[src/rtl/mem_load_store_unit_pkg.sv]
// Shared definitions for the MEM-stage load/store unit.
//   mem_mode_e  : access size/signedness encodings carried on mem_mode
//   state_e     : sequencing states of the load/store FSM
//   BE_ALL      : all four byte lanes enabled
//   helpers     : size decode, split detection, load result extension
package mem_pkg;

  typedef enum logic [2:0] {
    MODE_WORD   = 3'b000,
    MODE_HALF_S = 3'b001,
    MODE_HALF_U = 3'b010,
    MODE_BYTE_S = 3'b011,
    MODE_BYTE_U = 3'b100
  } mem_mode_e;

  typedef enum logic [1:0] {
    ST_IDLE = 2'd0,
    ST_PH1  = 2'd1,
    ST_PH2  = 2'd2,
    ST_DONE = 2'd3
  } state_e;

  localparam logic [3:0] BE_ALL = 4'b1111;

  function automatic logic is_word(input logic [2:0] m);
    return m == MODE_WORD;
  endfunction

  function automatic logic is_half(input logic [2:0] m);
    return (m == MODE_HALF_S) || (m == MODE_HALF_U);
  endfunction

  function automatic logic is_byte(input logic [2:0] m);
    return (m == MODE_BYTE_S) || (m == MODE_BYTE_U);
  endfunction

  function automatic logic mode_legal(input logic [2:0] m);
    return m <= MODE_BYTE_U;
  endfunction

  // An access needs two word-bus beats when it crosses a word boundary.
  function automatic logic needs_split(input logic [2:0] m, input logic [1:0] off);
    return (is_half(m) && (off == 2'd3)) || (is_word(m) && (off != 2'd0));
  endfunction

  // Bytes arrive right-justified in address order; widen per mode.
  function automatic logic [31:0] extend_load(input logic [2:0] m, input logic [31:0] v);
    logic [31:0] r;
    case (m)
      MODE_HALF_S: r = {{16{v[15]}}, v[15:0]};
      MODE_HALF_U: r = {16'h0000, v[15:0]};
      MODE_BYTE_S: r = {{24{v[7]}}, v[7:0]};
      MODE_BYTE_U: r = {24'h000000, v[7:0]};
      default:     r = v;
    endcase
    return r;
  endfunction

endpackage

[src/rtl/mem_load_store_unit_if.sv]
// Word-wide data memory bus between the load/store unit and memory.
//   bus_req/bus_we/bus_addr/bus_be/bus_wdata : driven by the initiator
//   bus_ready/bus_rdata                      : driven by the memory
// Big-endian lanes: bus_be[3] / bits [31:24] hold the lowest address.
interface mem_load_store_unit_if #(
  parameter int ADDR_W = 32
) ();

  logic              bus_req;
  logic              bus_we;
  logic [ADDR_W-1:0] bus_addr;
  logic [3:0]        bus_be;
  logic [31:0]       bus_wdata;
  logic              bus_ready;
  logic [31:0]       bus_rdata;

  modport master (
    output bus_req, bus_we, bus_addr, bus_be, bus_wdata,
    input  bus_ready, bus_rdata
  );

  modport slave (
    input  bus_req, bus_we, bus_addr, bus_be, bus_wdata,
    output bus_ready, bus_rdata
  );

endinterface

[src/rtl/mem_load_store_unit_byte_lane.sv]
// Combinational big-endian lane steering for one bus beat.
//   mode, offset, phase : access kind, address[1:0], 0=first beat 1=second
//   write_data          : right-justified store data
//   rdata               : word returned by memory for this beat
//   be, wdata           : byte enables and lane-positioned store data
//   ld_bytes, ld_count  : enabled read bytes packed right-justified in
//                         address order, and how many there were
module mem_byte_lane
  import mem_pkg::*;
(
  input  logic [2:0]  mode,
  input  logic [1:0]  offset,
  input  logic        phase,
  input  logic [31:0] write_data,
  input  logic [31:0] rdata,
  output logic [3:0]  be,
  output logic [31:0] wdata,
  output logic [31:0] ld_bytes,
  output logic [2:0]  ld_count
);

  logic [5:0] sh;

  assign sh = {1'b0, offset, 3'b000};

  always_comb begin
    be    = '0;
    wdata = '0;
    if (is_word(mode)) begin
      if (!phase) begin
        be    = BE_ALL >> offset;
        wdata = write_data >> sh;
      end else begin
        be    = ~(BE_ALL >> offset);
        wdata = write_data << (6'd32 - sh);
      end
    end else if (is_half(mode)) begin
      if (offset == 2'd3) begin
        if (!phase) begin
          be    = 4'b0001;
          wdata = {24'h000000, write_data[15:8]};
        end else begin
          be    = 4'b1000;
          wdata = {write_data[7:0], 24'h000000};
        end
      end else begin
        be    = 4'b1100 >> offset;
        wdata = {write_data[15:0], 16'h0000} >> sh;
      end
    end else if (is_byte(mode)) begin
      be    = 4'b1000 >> offset;
      wdata = {write_data[7:0], 24'h000000} >> sh;
    end

    // Walk lanes from lowest address (lane 3) so earlier bytes end up
    // more significant.
    ld_bytes = '0;
    ld_count = '0;
    for (int unsigned j = 0; j < 4; j++) begin
      if (be[3-j]) begin
        ld_bytes = {ld_bytes[23:0], rdata[8*(3-j) +: 8]};
        ld_count = ld_count + 3'd1;
      end
    end
  end

endmodule

[src/rtl/mem_load_store_unit.sv]
// MEM-stage load/store initiator onto a word-wide big-endian memory bus.
//   clk, reset          : rising-edge clock, async active-high reset
//   mem_read/mem_write  : level requests held by the pipeline while stalled
//   mem_mode            : word / half s,u / byte s,u
//   address, write_data : byte address (any alignment), right-justified data
//   read_data           : extended load result, updated on completion
//   stall               : pipeline must hold its MEM inputs
//   done, mode_err      : completion pulse, and illegal-request flag with it
//   bus                 : master side of the data memory bus
module mem_load_store_unit
  import mem_pkg::*;
#(
  parameter int ADDR_W = 32
) (
  input  logic                  clk,
  input  logic                  reset,
  input  logic                  mem_read,
  input  logic                  mem_write,
  input  logic [2:0]            mem_mode,
  input  logic [ADDR_W-1:0]     address,
  input  logic [31:0]           write_data,
  output logic [31:0]           read_data,
  output logic                  stall,
  output logic                  done,
  output logic                  mode_err,
  mem_load_store_unit_if.master bus
);

  state_e      state, state_next;

  logic        req, bad_req;
  logic [2:0]  mode_q;
  logic [1:0]  off_q;
  logic [31:0] wd_q;
  logic        we_q;
  logic        split_q;
  logic        err_q;
  logic [31:0] acc;

  logic [2:0]  drv_mode;
  logic [1:0]  drv_off;
  logic        drv_phase;
  logic [31:0] drv_wd;
  logic [3:0]  drv_be;
  logic [31:0] drv_wdata;
  logic [31:0] drv_ld_bytes;
  logic [2:0]  drv_ld_count;

  logic [3:0]  ld_be;
  logic [31:0] ld_wdata;
  logic [31:0] ld_bytes;
  logic [2:0]  ld_count;

  logic [31:0] assembled;
  logic        last_beat;
  logic        unused_lane;

  assign req     = mem_read || mem_write;
  assign bad_req = !mode_legal(mem_mode) || (mem_read && mem_write);

  // Two lane instances: one prepares the beat about to be launched (from
  // the raw inputs in IDLE, the latched request in PH1), the other decodes
  // the read data of the beat currently on the bus.
  always_comb begin
    if (state == ST_IDLE) begin
      drv_mode  = mem_mode;
      drv_off   = address[1:0];
      drv_phase = 1'b0;
      drv_wd    = write_data;
    end else begin
      drv_mode  = mode_q;
      drv_off   = off_q;
      drv_phase = 1'b1;
      drv_wd    = wd_q;
    end
  end

  mem_byte_lane u_lane_drive (
    .mode       (drv_mode),
    .offset     (drv_off),
    .phase      (drv_phase),
    .write_data (drv_wd),
    .rdata      (bus.bus_rdata),
    .be         (drv_be),
    .wdata      (drv_wdata),
    .ld_bytes   (drv_ld_bytes),
    .ld_count   (drv_ld_count)
  );

  mem_byte_lane u_lane_load (
    .mode       (mode_q),
    .offset     (off_q),
    .phase      (state == ST_PH2),
    .write_data (wd_q),
    .rdata      (bus.bus_rdata),
    .be         (ld_be),
    .wdata      (ld_wdata),
    .ld_bytes   (ld_bytes),
    .ld_count   (ld_count)
  );

  assign unused_lane = ^{ld_be, ld_wdata, drv_ld_bytes, drv_ld_count};

  // Second-beat bytes follow the first-beat bytes in address order.
  assign assembled = (state == ST_PH2) ? ((acc << {ld_count, 3'b000}) | ld_bytes)
                                       : ld_bytes;

  assign last_beat = bus.bus_ready &&
                     (((state == ST_PH1) && !split_q) || (state == ST_PH2));

  always_ff @(posedge clk or posedge reset) begin
    if (reset) state <= ST_IDLE;
    else       state <= state_next;
  end

  always_comb begin
    state_next = state;
    case (state)
      ST_IDLE: if (req) state_next = bad_req ? ST_DONE : ST_PH1;
      ST_PH1:  if (bus.bus_ready) state_next = split_q ? ST_PH2 : ST_DONE;
      ST_PH2:  if (bus.bus_ready) state_next = ST_DONE;
      ST_DONE: state_next = ST_IDLE;
      default: state_next = ST_IDLE;
    endcase
  end

  always_comb begin
    stall    = 1'b0;
    done     = 1'b0;
    mode_err = 1'b0;
    if (!reset) begin
      stall = ((state == ST_IDLE) && req) || (state == ST_PH1) || (state == ST_PH2);
    end
    done     = (state == ST_DONE);
    mode_err = (state == ST_DONE) && err_q;
  end

  always_ff @(posedge clk or posedge reset) begin
    if (reset) begin
      mode_q        <= '0;
      off_q         <= '0;
      wd_q          <= '0;
      we_q          <= 1'b0;
      split_q       <= 1'b0;
      err_q         <= 1'b0;
      acc           <= '0;
      read_data     <= '0;
      bus.bus_req   <= 1'b0;
      bus.bus_we    <= 1'b0;
      bus.bus_addr  <= '0;
      bus.bus_be    <= '0;
      bus.bus_wdata <= '0;
    end else begin
      case (state)
        ST_IDLE: begin
          if (req) begin
            err_q <= bad_req;
            if (!bad_req) begin
              mode_q        <= mem_mode;
              off_q         <= address[1:0];
              wd_q          <= write_data;
              we_q          <= mem_write;
              split_q       <= needs_split(mem_mode, address[1:0]);
              bus.bus_req   <= 1'b1;
              bus.bus_we    <= mem_write;
              bus.bus_addr  <= {address[ADDR_W-1:2], 2'b00};
              bus.bus_be    <= drv_be;
              bus.bus_wdata <= mem_write ? drv_wdata : '0;
            end
          end
        end
        ST_PH1: begin
          if (bus.bus_ready && split_q) begin
            acc           <= assembled;
            bus.bus_addr  <= bus.bus_addr + ADDR_W'(4);
            bus.bus_be    <= drv_be;
            bus.bus_wdata <= we_q ? drv_wdata : '0;
          end
        end
        default: ;
      endcase

      if (last_beat) begin
        bus.bus_req <= 1'b0;
        if (!we_q) read_data <= extend_load(mode_q, assembled);
      end
    end
  end

endmodule
[src/flat_wrapper.sv]
// flat-port wrapper written by rule: the top's interface ports become plain ports
module mem_load_store_unit_flat import mem_pkg::*;
#(
  parameter int ADDR_W = 32
)
  (clk, reset, mem_read, mem_write, mem_mode, address, write_data, read_data, stall, done, mode_err, bus_bus_req, bus_bus_we, bus_bus_addr, bus_bus_be, bus_bus_wdata, bus_bus_ready, bus_bus_rdata);
  mem_load_store_unit_if #(.ADDR_W(ADDR_W)) bus_i ();
  input  logic clk;
  input  logic reset;
  input  logic mem_read;
  input  logic mem_write;
  input  logic [2:0] mem_mode;
  input  logic [ADDR_W-1:0] address;
  input  logic [31:0] write_data;
  output logic [31:0] read_data;
  output logic stall;
  output logic done;
  output logic mode_err;
  output wire logic [$bits(bus_i.bus_req)-1:0] bus_bus_req;
  output wire logic [$bits(bus_i.bus_we)-1:0] bus_bus_we;
  output wire logic [$bits(bus_i.bus_addr)-1:0] bus_bus_addr;
  output wire logic [$bits(bus_i.bus_be)-1:0] bus_bus_be;
  output wire logic [$bits(bus_i.bus_wdata)-1:0] bus_bus_wdata;
  input wire logic [$bits(bus_i.bus_ready)-1:0] bus_bus_ready;
  input wire logic [$bits(bus_i.bus_rdata)-1:0] bus_bus_rdata;
  assign bus_bus_req = bus_i.bus_req;
  assign bus_bus_we = bus_i.bus_we;
  assign bus_bus_addr = bus_i.bus_addr;
  assign bus_bus_be = bus_i.bus_be;
  assign bus_bus_wdata = bus_i.bus_wdata;
  assign bus_i.bus_ready = bus_bus_ready;
  assign bus_i.bus_rdata = bus_bus_rdata;
  mem_load_store_unit #(.ADDR_W(ADDR_W)) u_core (.clk(clk), .reset(reset), .mem_read(mem_read), .mem_write(mem_write), .mem_mode(mem_mode), .address(address), .write_data(write_data), .read_data(read_data), .stall(stall), .done(done), .mode_err(mode_err), .bus(bus_i));
endmodule
[config.mk]
export PLATFORM = sky130hd
export DESIGN_NAME = mem_load_store_unit_flat
export DESIGN_NICKNAME = d
export VERILOG_FILES = /design/src/rtl/mem_load_store_unit_pkg.sv /design/src/rtl/mem_load_store_unit_if.sv /design/src/rtl/mem_load_store_unit_byte_lane.sv /design/src/rtl/mem_load_store_unit.sv /design/src/flat_wrapper.sv
export SDC_FILE = /design/constraint.sdc
export NUM_CORES = 1
export LEC_CHECK = 0
export ABC_AREA = 1
export CORE_MARGIN = 8
export CORE_UTILIZATION = 50
export CTS_BUF_LIST = sky130_fd_sc_hd__clkbuf_16
export CTS_CLUSTER_DIAMETER = 80
export CTS_CLUSTER_SIZE = 28
export DETAILED_ROUTE_END_ITERATION = 16
export GPL_ROUTABILITY_DRIVEN = 0
export GPL_TIMING_DRIVEN = 0
export PLACE_DENSITY = 0.73
export SLEW_MARGIN = 20
export SYNTH_ARGS = -nofsm -noshare
export SYNTH_HDL_FRONTEND = slang
export SYNTH_HIERARCHICAL = 1
export SYNTH_SLANG_ARGS = --single-unit
[constraint.sdc]
create_clock -name clk -period 18.8 [get_ports clk]
set_clock_uncertainty 0.15 [all_clocks]
set_input_delay 4.7 -clock clk [delete_from_list [all_inputs] [get_ports clk]]
set_output_delay 4.7 -clock clk [all_outputs]
set_load 0.01 [all_outputs]
==> impl_metrics.csv <==
group,metric,value,unit
worst_setup_path,reg2reg_depth,19,
worst_setup_path,path_class,"input port to output port",
worst_hold_path,hp-start,"u_core/read_data[0]",
worst_setup_path,worstSetupStartpoint,"mem_write",
timing,rsz0062_at_grt,"no",
timing,finalCritPeriodShare,58.50,%
worst_hold_path,worstHoldPathType,"flip-flop to flip-flop",
clock_tree,clk_pin_slew,0.07,ns
worst_setup_path,cpMostUsedCell,"clkdlybuf4s50_1",
worst_hold_path,min_path_cells,2,
grt,first_global_vias,14340,
clock_tree,cts_tree,"yes",
grt,overflow,0,
yosys,syn_area,13170,um2
worst_setup_path,slowest_stage,"clkdlybuf4s50_1",
clock_tree,cts_inserted_buffers,17,
floorplan,row_count,59,
route,wl_per_cell,17.96,um
worst_setup_path,timing.rr.start,"u_core/state[1]",
yosys,avgSynthCellArea,6.442,um2
floorplan,ios,209,
grt,grt_pass1_wl,74390,um
worst_setup_path,crit_arrival,6.15,ns
floorplan,start_util,50.67,%
clock_tree,htreeDepth,4,
route,via_count,14940,
floorplan,die_x,178.3,um
route,antenna_left,0,
timing,min_period,11.00,ns
timing,finalSetupTns,0,ns
grt,grt_max_degree,104,
clock_tree,post_cts_resized,0,
timing,max_freq,90.93,MHz
place,hpwl,35630,um
clock_tree,cts.sinks,173,
status,status,"completed",
timing,final_hold_viol_count,0,
floorplan,core,25980,um2
grt,antenna_found_initial,0,
floorplan,die_y,178.3,um
final_layout,nets,2391,
worst_setup_path,worstPathRequired,13.95,ns
yosys,synth_warnings,6,
place,port_buffers,206,
route,drtPass1Iterations,6,
clock_tree,clk_path_buf_depth,2,
timing,worstMarginPinSlew,0.9451,ns
clock_tree,cts.root.buffer_cell,"clkbuf_16",
worst_setup_path,slowest_delay,0.50,ns
timing,drv_slew,0,
route,drc,0,
floorplan,fp.dieArea,31780,um2
final_layout,num_antenna_cells,0,
clock_tree,postCtsHoldBufs,0,
final_layout,layout_common_cells,"nand2_1 (729), inv_1 (206), clkdlybuf4s50_1 (206)",
final_layout,areaGrowthSynthToFinish,23.76,%
timing,max_slew_margin,36.32,%
worst_setup_path,end_kind,"output port",
clock_tree,insertion_delay,0.44,ns
worst_setup_path,worstPathCellList,"clkdlybuf4s50_1 > o21ai_0 > a21oi_1 > clkdlybuf4s50_1",
route,drt-total-wl,47030,um
run,cap_violations,0,
timing,setup_viol_count_final,0,
clock_tree,post_cts_buffers,0,
final_layout,nFillCells,2440,
worst_setup_path,critPathLaunchType,"input port",
grt,grt_use_total,29.33,%
route,via_per_inst,5.707,
final_layout,layout_commonest_cell,"nand2_1",
route,drt-initial-drc-count,1990,
yosys,synthCells,2044,
worst_setup_path,worstPathMaxFanout,4,
final_layout,drive_gt1_share,9.899,%
[cell type report]
| cell class | count | area [um2] | area share [%] |
|---|---|---|---|
| tap | 335 | 419.2 | 2.572 |
| sequential | 173 | 4329 | 26.56 |
| buffer | 112 | 626.9 | 3.846 |
| clock buffer | 17 | 425.4 | 2.610 |
| clock inverter | 14 | 183.9 | 1.129 |
| inverter | 230 | 875.8 | 5.374 |
| timing repair buffer | 207 | 2090 | 12.82 |
| multi-input combinational | 1530 | 7347 | 45.08 |
[registers in the layout (all words and copies together) (netlist names)]
name / count
u_core/read_data: 32
u_core/err_q: 1
u_core/acc: 32
u_core/we_q: 1
u_core/bus.bus_be: 4
u_core/bus.bus_req: 1
u_core/bus.bus_addr: 30
u_core/wd_q: 32
u_core/split_q: 1
u_core/state: 2
u_core/off_q: 2
u_core/bus.bus_wdata: 32
u_core/mode_q: 3
[critical path: cells and delay by family]
kind / cells / cell delay, ns
buf+inv: 2 / 0.97
compound gates: 2 / 0.47
[metal layers]
layer  track usage [%]  up-vias  wire (um)
met2             48.62      828      22200
met3             6.160      160       4183
met1             36.48     6976      18530
li1                  -     6977          -
met4             12.61        0       2117
met5                 0        -          0
[through the flow]
step	instances	cell area [um2]	setup WS [ns]	hold slack [ns]	utilization, %
floorplan	2045	13170	8.865	0.3034	-
detailed placement	2587	15690	7.834	0.3076	60.37
finish	2618	16300	7.803	0.3198	62.72
global placement	2586	15650	6.649	0.3056	60.24
global route	2618	16300	7.749	0.3479	62.72
CTS	2618	16300	7.814	0.3258	62.72
[worst paths after layout]
kind                                            to  slack [ns]
max                                          stall        7.80
min                            u_core/read_data[0]        0.32
max reg2reg                u_core/bus.bus_wdata[7]       13.71
min reg2reg                    u_core/read_data[0]        0.32
max in group asynchronous   u_core/bus.bus_addr[2]       12.98
min in group asynchronous            u_core/acc[2]        4.61
Power is not shown: default switching activity piles up to over one toggle a cycle in this logic, so the estimate is an artifact.
